### config.mk
export PLATFORM = sky130hd
export DESIGN_NAME = ram_port_arbiter
export DESIGN_NICKNAME = d
export VERILOG_FILES = /design/src/rtl/ram_port_arbiter.sv
export SDC_FILE = /design/constraint.sdc
export NUM_CORES = 1
export LEC_CHECK = 0
export ABC_AREA = 1
export CORE_UTILIZATION = 35
export CTS_CLUSTER_DIAMETER = 150
export DETAILED_ROUTE_END_ITERATION = 16
export GPL_TIMING_DRIVEN = 0
export PLACE_DENSITY = 0.72
export SLEW_MARGIN = 20
export SYNTH_ARGS = -nofsm -noshare
export SYNTH_HDL_FRONTEND = slang
export SYNTH_SLANG_ARGS = --single-unit
### constraint.sdc
create_clock -name clk -period 1.29 [get_ports clk]
set_clock_uncertainty 0.05 [all_clocks]
set_input_delay 0.387 -clock clk [delete_from_list [all_inputs] [get_ports clk]]
set_output_delay 0.387 -clock clk [all_outputs]
set_load 0.01 [all_outputs]
### src/rtl/ram_port_arbiter.sv
`default_nettype none
//------------------------------------------------------------------------------
// Module   : ram_port_arbiter
// Brief    : Two-requester round-robin arbiter and sequencer in front of a
//            single-port synchronous RAM (write on edge, registered read
//            address). Each grant carries one read or one write; read data
//            returns on a separate rvalid pulse.
// Options  : RAM_ARB_STATS_EN adds saturating 16-bit grant counters
//            (gnt_cnt0 / gnt_cnt1).
// Revision : 1.0 - initial release
//------------------------------------------------------------------------------
module ram_port_arbiter #(
   parameter int ADDR_W = 6,
   parameter int DATA_W = 8
) (
   input  logic              clk,
   input  logic              rst_n,
   // requester 0
   input  logic              req0,
   input  logic              we0,
   input  logic [ADDR_W-1:0] addr0,
   input  logic [DATA_W-1:0] wdata0,
   output logic              gnt0,
   output logic              rvalid0,
   output logic [DATA_W-1:0] rdata0,
   // requester 1
   input  logic              req1,
   input  logic              we1,
   input  logic [ADDR_W-1:0] addr1,
   input  logic [DATA_W-1:0] wdata1,
   output logic              gnt1,
   output logic              rvalid1,
   output logic [DATA_W-1:0] rdata1,
   // RAM side
   output logic [ADDR_W-1:0] ram_addr,
   output logic [DATA_W-1:0] ram_data,
   output logic              ram_we,
   input  logic [DATA_W-1:0] ram_q,
   // status
   output logic              busy
`ifdef RAM_ARB_STATS_EN
   ,
   output logic [15:0]       gnt_cnt0,
   output logic [15:0]       gnt_cnt1
`endif
);

   typedef enum logic [1:0] {
      S_IDLE   = 2'd0,
      S_ACCESS = 2'd1,
      S_RDATA  = 2'd2
   } state_t;

   state_t              state_q,      state_d;
   logic                last_owner_q, last_owner_d;
   logic                gnt0_q,       gnt0_d;
   logic                gnt1_q,       gnt1_d;
   logic                rvalid0_q,    rvalid0_d;
   logic                rvalid1_q,    rvalid1_d;
   logic [DATA_W-1:0]   rdata0_q,     rdata0_d;
   logic [DATA_W-1:0]   rdata1_q,     rdata1_d;
   logic [ADDR_W-1:0]   ram_addr_q,   ram_addr_d;
   logic [DATA_W-1:0]   ram_data_q,   ram_data_d;
   logic                ram_we_q,     ram_we_d;
   logic                busy_q,       busy_d;
   logic                owner_sel;

   // Next-state, arbitration and registered-output computation
   always_comb begin
      state_d      = state_q;
      last_owner_d = last_owner_q;
      gnt0_d       = 1'b0;
      gnt1_d       = 1'b0;
      rvalid0_d    = 1'b0;
      rvalid1_d    = 1'b0;
      rdata0_d     = rdata0_q;
      rdata1_d     = rdata1_q;
      ram_addr_d   = ram_addr_q;
      ram_data_d   = ram_data_q;
      ram_we_d     = 1'b0;
      // Under contention the requester that did not own the last access wins;
      // otherwise whichever single requester is asking.
      owner_sel    = (req0 && req1) ? ~last_owner_q : req1;

      case (state_q)
         S_IDLE: begin
            if (req0 || req1) begin
               last_owner_d = owner_sel;
               if (owner_sel) begin
                  gnt1_d     = 1'b1;
                  ram_we_d   = we1;
                  ram_addr_d = addr1;
                  ram_data_d = wdata1;
               end else begin
                  gnt0_d     = 1'b1;
                  ram_we_d   = we0;
                  ram_addr_d = addr0;
                  ram_data_d = wdata0;
               end
               state_d = S_ACCESS;
            end
         end
         S_ACCESS: begin
            // A write completes at this edge; a read only registers its address.
            state_d = ram_we_q ? S_IDLE : S_RDATA;
         end
         S_RDATA: begin
            // ram_q reflects the address registered at the end of ACCESS.
            if (last_owner_q) begin
               rdata1_d  = ram_q;
               rvalid1_d = 1'b1;
            end else begin
               rdata0_d  = ram_q;
               rvalid0_d = 1'b1;
            end
            state_d = S_IDLE;
         end
         default: begin
            state_d = S_IDLE;
         end
      endcase

      busy_d = (state_d != S_IDLE);
   end

   // State and output registers; reset acts immediately, independent of clk
   always_ff @(posedge clk or negedge rst_n) begin
      if (!rst_n) begin
         state_q      <= S_IDLE;
         last_owner_q <= 1'b1;
         gnt0_q       <= 1'b0;
         gnt1_q       <= 1'b0;
         rvalid0_q    <= 1'b0;
         rvalid1_q    <= 1'b0;
         rdata0_q     <= '0;
         rdata1_q     <= '0;
         ram_addr_q   <= '0;
         ram_data_q   <= '0;
         ram_we_q     <= 1'b0;
         busy_q       <= 1'b0;
      end else begin
         state_q      <= state_d;
         last_owner_q <= last_owner_d;
         gnt0_q       <= gnt0_d;
         gnt1_q       <= gnt1_d;
         rvalid0_q    <= rvalid0_d;
         rvalid1_q    <= rvalid1_d;
         rdata0_q     <= rdata0_d;
         rdata1_q     <= rdata1_d;
         ram_addr_q   <= ram_addr_d;
         ram_data_q   <= ram_data_d;
         ram_we_q     <= ram_we_d;
         busy_q       <= busy_d;
      end
   end

   assign gnt0     = gnt0_q;
   assign gnt1     = gnt1_q;
   assign rvalid0  = rvalid0_q;
   assign rvalid1  = rvalid1_q;
   assign rdata0   = rdata0_q;
   assign rdata1   = rdata1_q;
   assign ram_addr = ram_addr_q;
   assign ram_data = ram_data_q;
   assign ram_we   = ram_we_q;
   assign busy     = busy_q;

`ifdef RAM_ARB_STATS_EN
   logic [15:0] gnt_cnt0_q, gnt_cnt0_d;
   logic [15:0] gnt_cnt1_q, gnt_cnt1_d;

   // Saturating grant counters, bumped on the same edge that raises gnt
   always_comb begin
      gnt_cnt0_d = gnt_cnt0_q;
      gnt_cnt1_d = gnt_cnt1_q;
      if (gnt0_d && (gnt_cnt0_q != 16'hFFFF)) begin
         gnt_cnt0_d = gnt_cnt0_q + 16'd1;
      end
      if (gnt1_d && (gnt_cnt1_q != 16'hFFFF)) begin
         gnt_cnt1_d = gnt_cnt1_q + 16'd1;
      end
   end

   // Grant counter registers
   always_ff @(posedge clk or negedge rst_n) begin
      if (!rst_n) begin
         gnt_cnt0_q <= '0;
         gnt_cnt1_q <= '0;
      end else begin
         gnt_cnt0_q <= gnt_cnt0_d;
         gnt_cnt1_q <= gnt_cnt1_d;
      end
   end

   assign gnt_cnt0 = gnt_cnt0_q;
   assign gnt_cnt1 = gnt_cnt1_q;
`endif

endmodule
`default_nettype wire

==> results_dict.tcl <==
set metrics [dict create \
    htreeDepth 2 \
    worst_slack_ns 0.02750 \
    worst_setup_path_start_kind "register" \
    ys_ff_latch 39 \
    power.density_nw_per_um2 2198 \
    antenna_found_initial 0 \
    ioPinCount 78 \
    holdPathEnd "state_q[1]" \
    nets 349 \
    syn_avg_cell_area_um2 8.397 \
    drive_gt1_frac 0.2597 \
    crit_required_ns 0.85 \
    synth_warnings 0 \
    grt_usage 0.1620 \
    worstPathBufferInverterCount 1 \
    syn_nets 250 \
    slew_viol_final 0 \
    setup_viol 0 \
    cpMaxStageDelayCell "dfrtp_1" \
    synth_common_cells "60 x nand2_1, 40 x inv_1, 38 x dfrtp_1, 29 x nand3_1, 9 x o21ai_1" \
    die_x_um 72.65 \
    post-route-util 0.5721 \
    peakVddDrop_v 0.0008254 \
    preCtsSetupSlack_ns -0.5016 \
    grt_max_degree 28 \
    clk_latency_ns 0.28 \
    hold_depth 1 \
    relSlewSlack 0.7840 \
    leakagePower_nw 1.516 \
    cts_root_buf "clkbuf_8" \
    rr_startpoint "last_owner_q" \
    crit_family "flip-flops" \
    dieHeight_um 72.65 \
    r2r_end "ram_addr[3]" \
    synth_top_area_frac 0.5444 \
    regToRegSetupSlack_ns 0.06 \
    synth_cell_type_count 19 \
    r2r_cells 6 \
    synth.most_common_cell "nand2_1" \
    ys_seq_area_frac 0.5595 \
    synth_area_leader_cell "dfrtp_1" \
    status "completed" \
    synthCells 208 \
    hold_viol 0 \
    core_um2 4755 \
    cts.path.max_buffers 2 \
    hpwl_mm 2.894 \
    cp.depth 1 \
    maxCapViolCount 0 \
    clock.fmax_mhz 792.1 \
    worstPathArrival_ns 0.83 \
    num_rows 25 \
    die_area_um2 5277 \
    rsz0062_at_grt "yes" \
    fin_crit_ns 1.263 \
    gr-total-overflow 0 \
    endpoint_kind "output pin" \
    synthesis.area_um2 1747 \
    start_util 0.3674 \
    viasPerCell 4.339 \
    critPathMaxStageDelay_ns 0.39 \
    wl_per_cell_um 10.72 \
    worst_pin_slew_ns 0.3241 \
    drt-total-wl_mm 4.021 \
    fillers 458 \
    dr.pass1.iters 4 \
    gp_routability_congestion 0.7214 \
    fin_crit_sh 0.9787 \
    drt-initial-drc-count 50 \
    synthFlopType "dfrtp_1" \
    grt_pass1_vias 1502 \
    ant_nets 0 \
    area_growth_pct 55.73 \
    cts_tree "done" \
    clk_pin_slew_worst_paths_ns 0.08 \
    drc_errors 0 \
    hold_class "reg -> reg" \
    vias 1627 \
    crit_chain "buf_2" \
    async_flop_share 1.000 \
    num_antenna_cells 0 \
    grt_pass1_wl_mm 6.513 \
    critPathKind "reg -> out" \
    cts.sinks 39 \
    numPortBuffers 76 \
    cts_buffers 5 \
    hold_start "ram_we" \
    cp_max_fo 2 \
    synth_area_leaders "dfrtp_1 54%, nand2_1 13%, inv_1 8.6%" \
    synth_edf_count 0 \
]
[power by group]
group	switching (mW)	internal, mW	leakage (nW)
registers	0.321	1.82	0.479
logic	1.40	1.24	0.972
clock network	0.418	0.773	0.0654
total	2.14	3.84	1.52
[per-stage QoR]
stage,hold WS (ns),instance area (um2),total power [mW],std cells,TNS [ns]
after detailed placement,0.2472,2606,4.948,352,-7.879
after CTS,0.3928,2669,5.916,373,0
final,0.3855,2720,5.979,375,0
after global routing,0.4124,2720,6.428,375,-0.05635
after global placement,0.3834,2591,4.909,351,-50.17
after floorplan,0.04141,1747,3.467,208,0
[logic make-up after synthesis]
kind of cell | Yosys count | synth area share
simple gates | 100 | 0.2629
buf+inv | 52 | 0.1289
flops | 39 | 0.5595
compound gates | 17 | 0.04871
[cell usage in the layout, fill, tap and decap left out, drive strengths merged, types with 2 or more instances in the layout]
| master | instances |
|---|---|
| nand2 | 63 |
| buf | 60 |
| inv | 44 |
| clkdlybuf4s50 | 38 |
| dfrtp | 38 |
| nand3 | 31 |
| o21ai | 17 |
| clkbuf | 6 |
| nor2 | 4 |
| bufinv | 2 |
[flip-flops by register name (all words and copies together), names as in the netlist]
name	cells
ram_we	1
ram_data	8
rdata0	8
gnt1	1
gnt0	1
busy	1
rvalid1	1
ram_addr	6
rvalid0	1
state_q	2
rdata1	8
last_owner_q	1
[timing repair]
item | 4_1_cts | 5_1_grt
hold endpoints to repair | 11 | 0
buffers inserted | 13 | 2
hold buffers | 1 | 0
pin swaps | 2 | 3
gates resized for setup | 147 | 9
setup endpoints to repair | 51 | 17
[final cells by class]
cell class | instances | area [um2] | share of cell area
Buffer | 7 | 66.31 | 0.02438
Clock buffer | 6 | 72.57 | 0.02668
Clock inverter | 2 | 60.06 | 0.02208
Inverter | 44 | 167.7 | 0.06164
Multi-Input combinational cell | 117 | 574.3 | 0.2111
Sequential cell | 39 | 978.4 | 0.3597
Tap cell | 67 | 83.83 | 0.03082
Timing Repair Buffer | 93 | 716.9 | 0.2636
[routing by layer]
layer / routed length [um] / vias to the layer above / GRT usage / share of wire
met1: 1856 / 731 / 0.2172 / 0.46
met4: 44 / 0 / 0.06972 / 0.011
met2: 1828 / 65 / 0.2575 / 0.45
met5: 0 / - / 0 / 0
li1: - / 826 / - / -
met3: 290 / 5 / 0.03039 / 0.072
[worst max path at each step]
stage,from,endpoint
CTS,last_owner_q,rdata1[7]
global placement,rst_n,ram_addr[3]
finish,ram_data[5],ram_data[5]
detailed placement,req0,ram_data[7]
floorplan,last_owner_q,ram_addr[0]
global route,last_owner_q,ram_addr[1]
(Power assumes the default switching activity.)
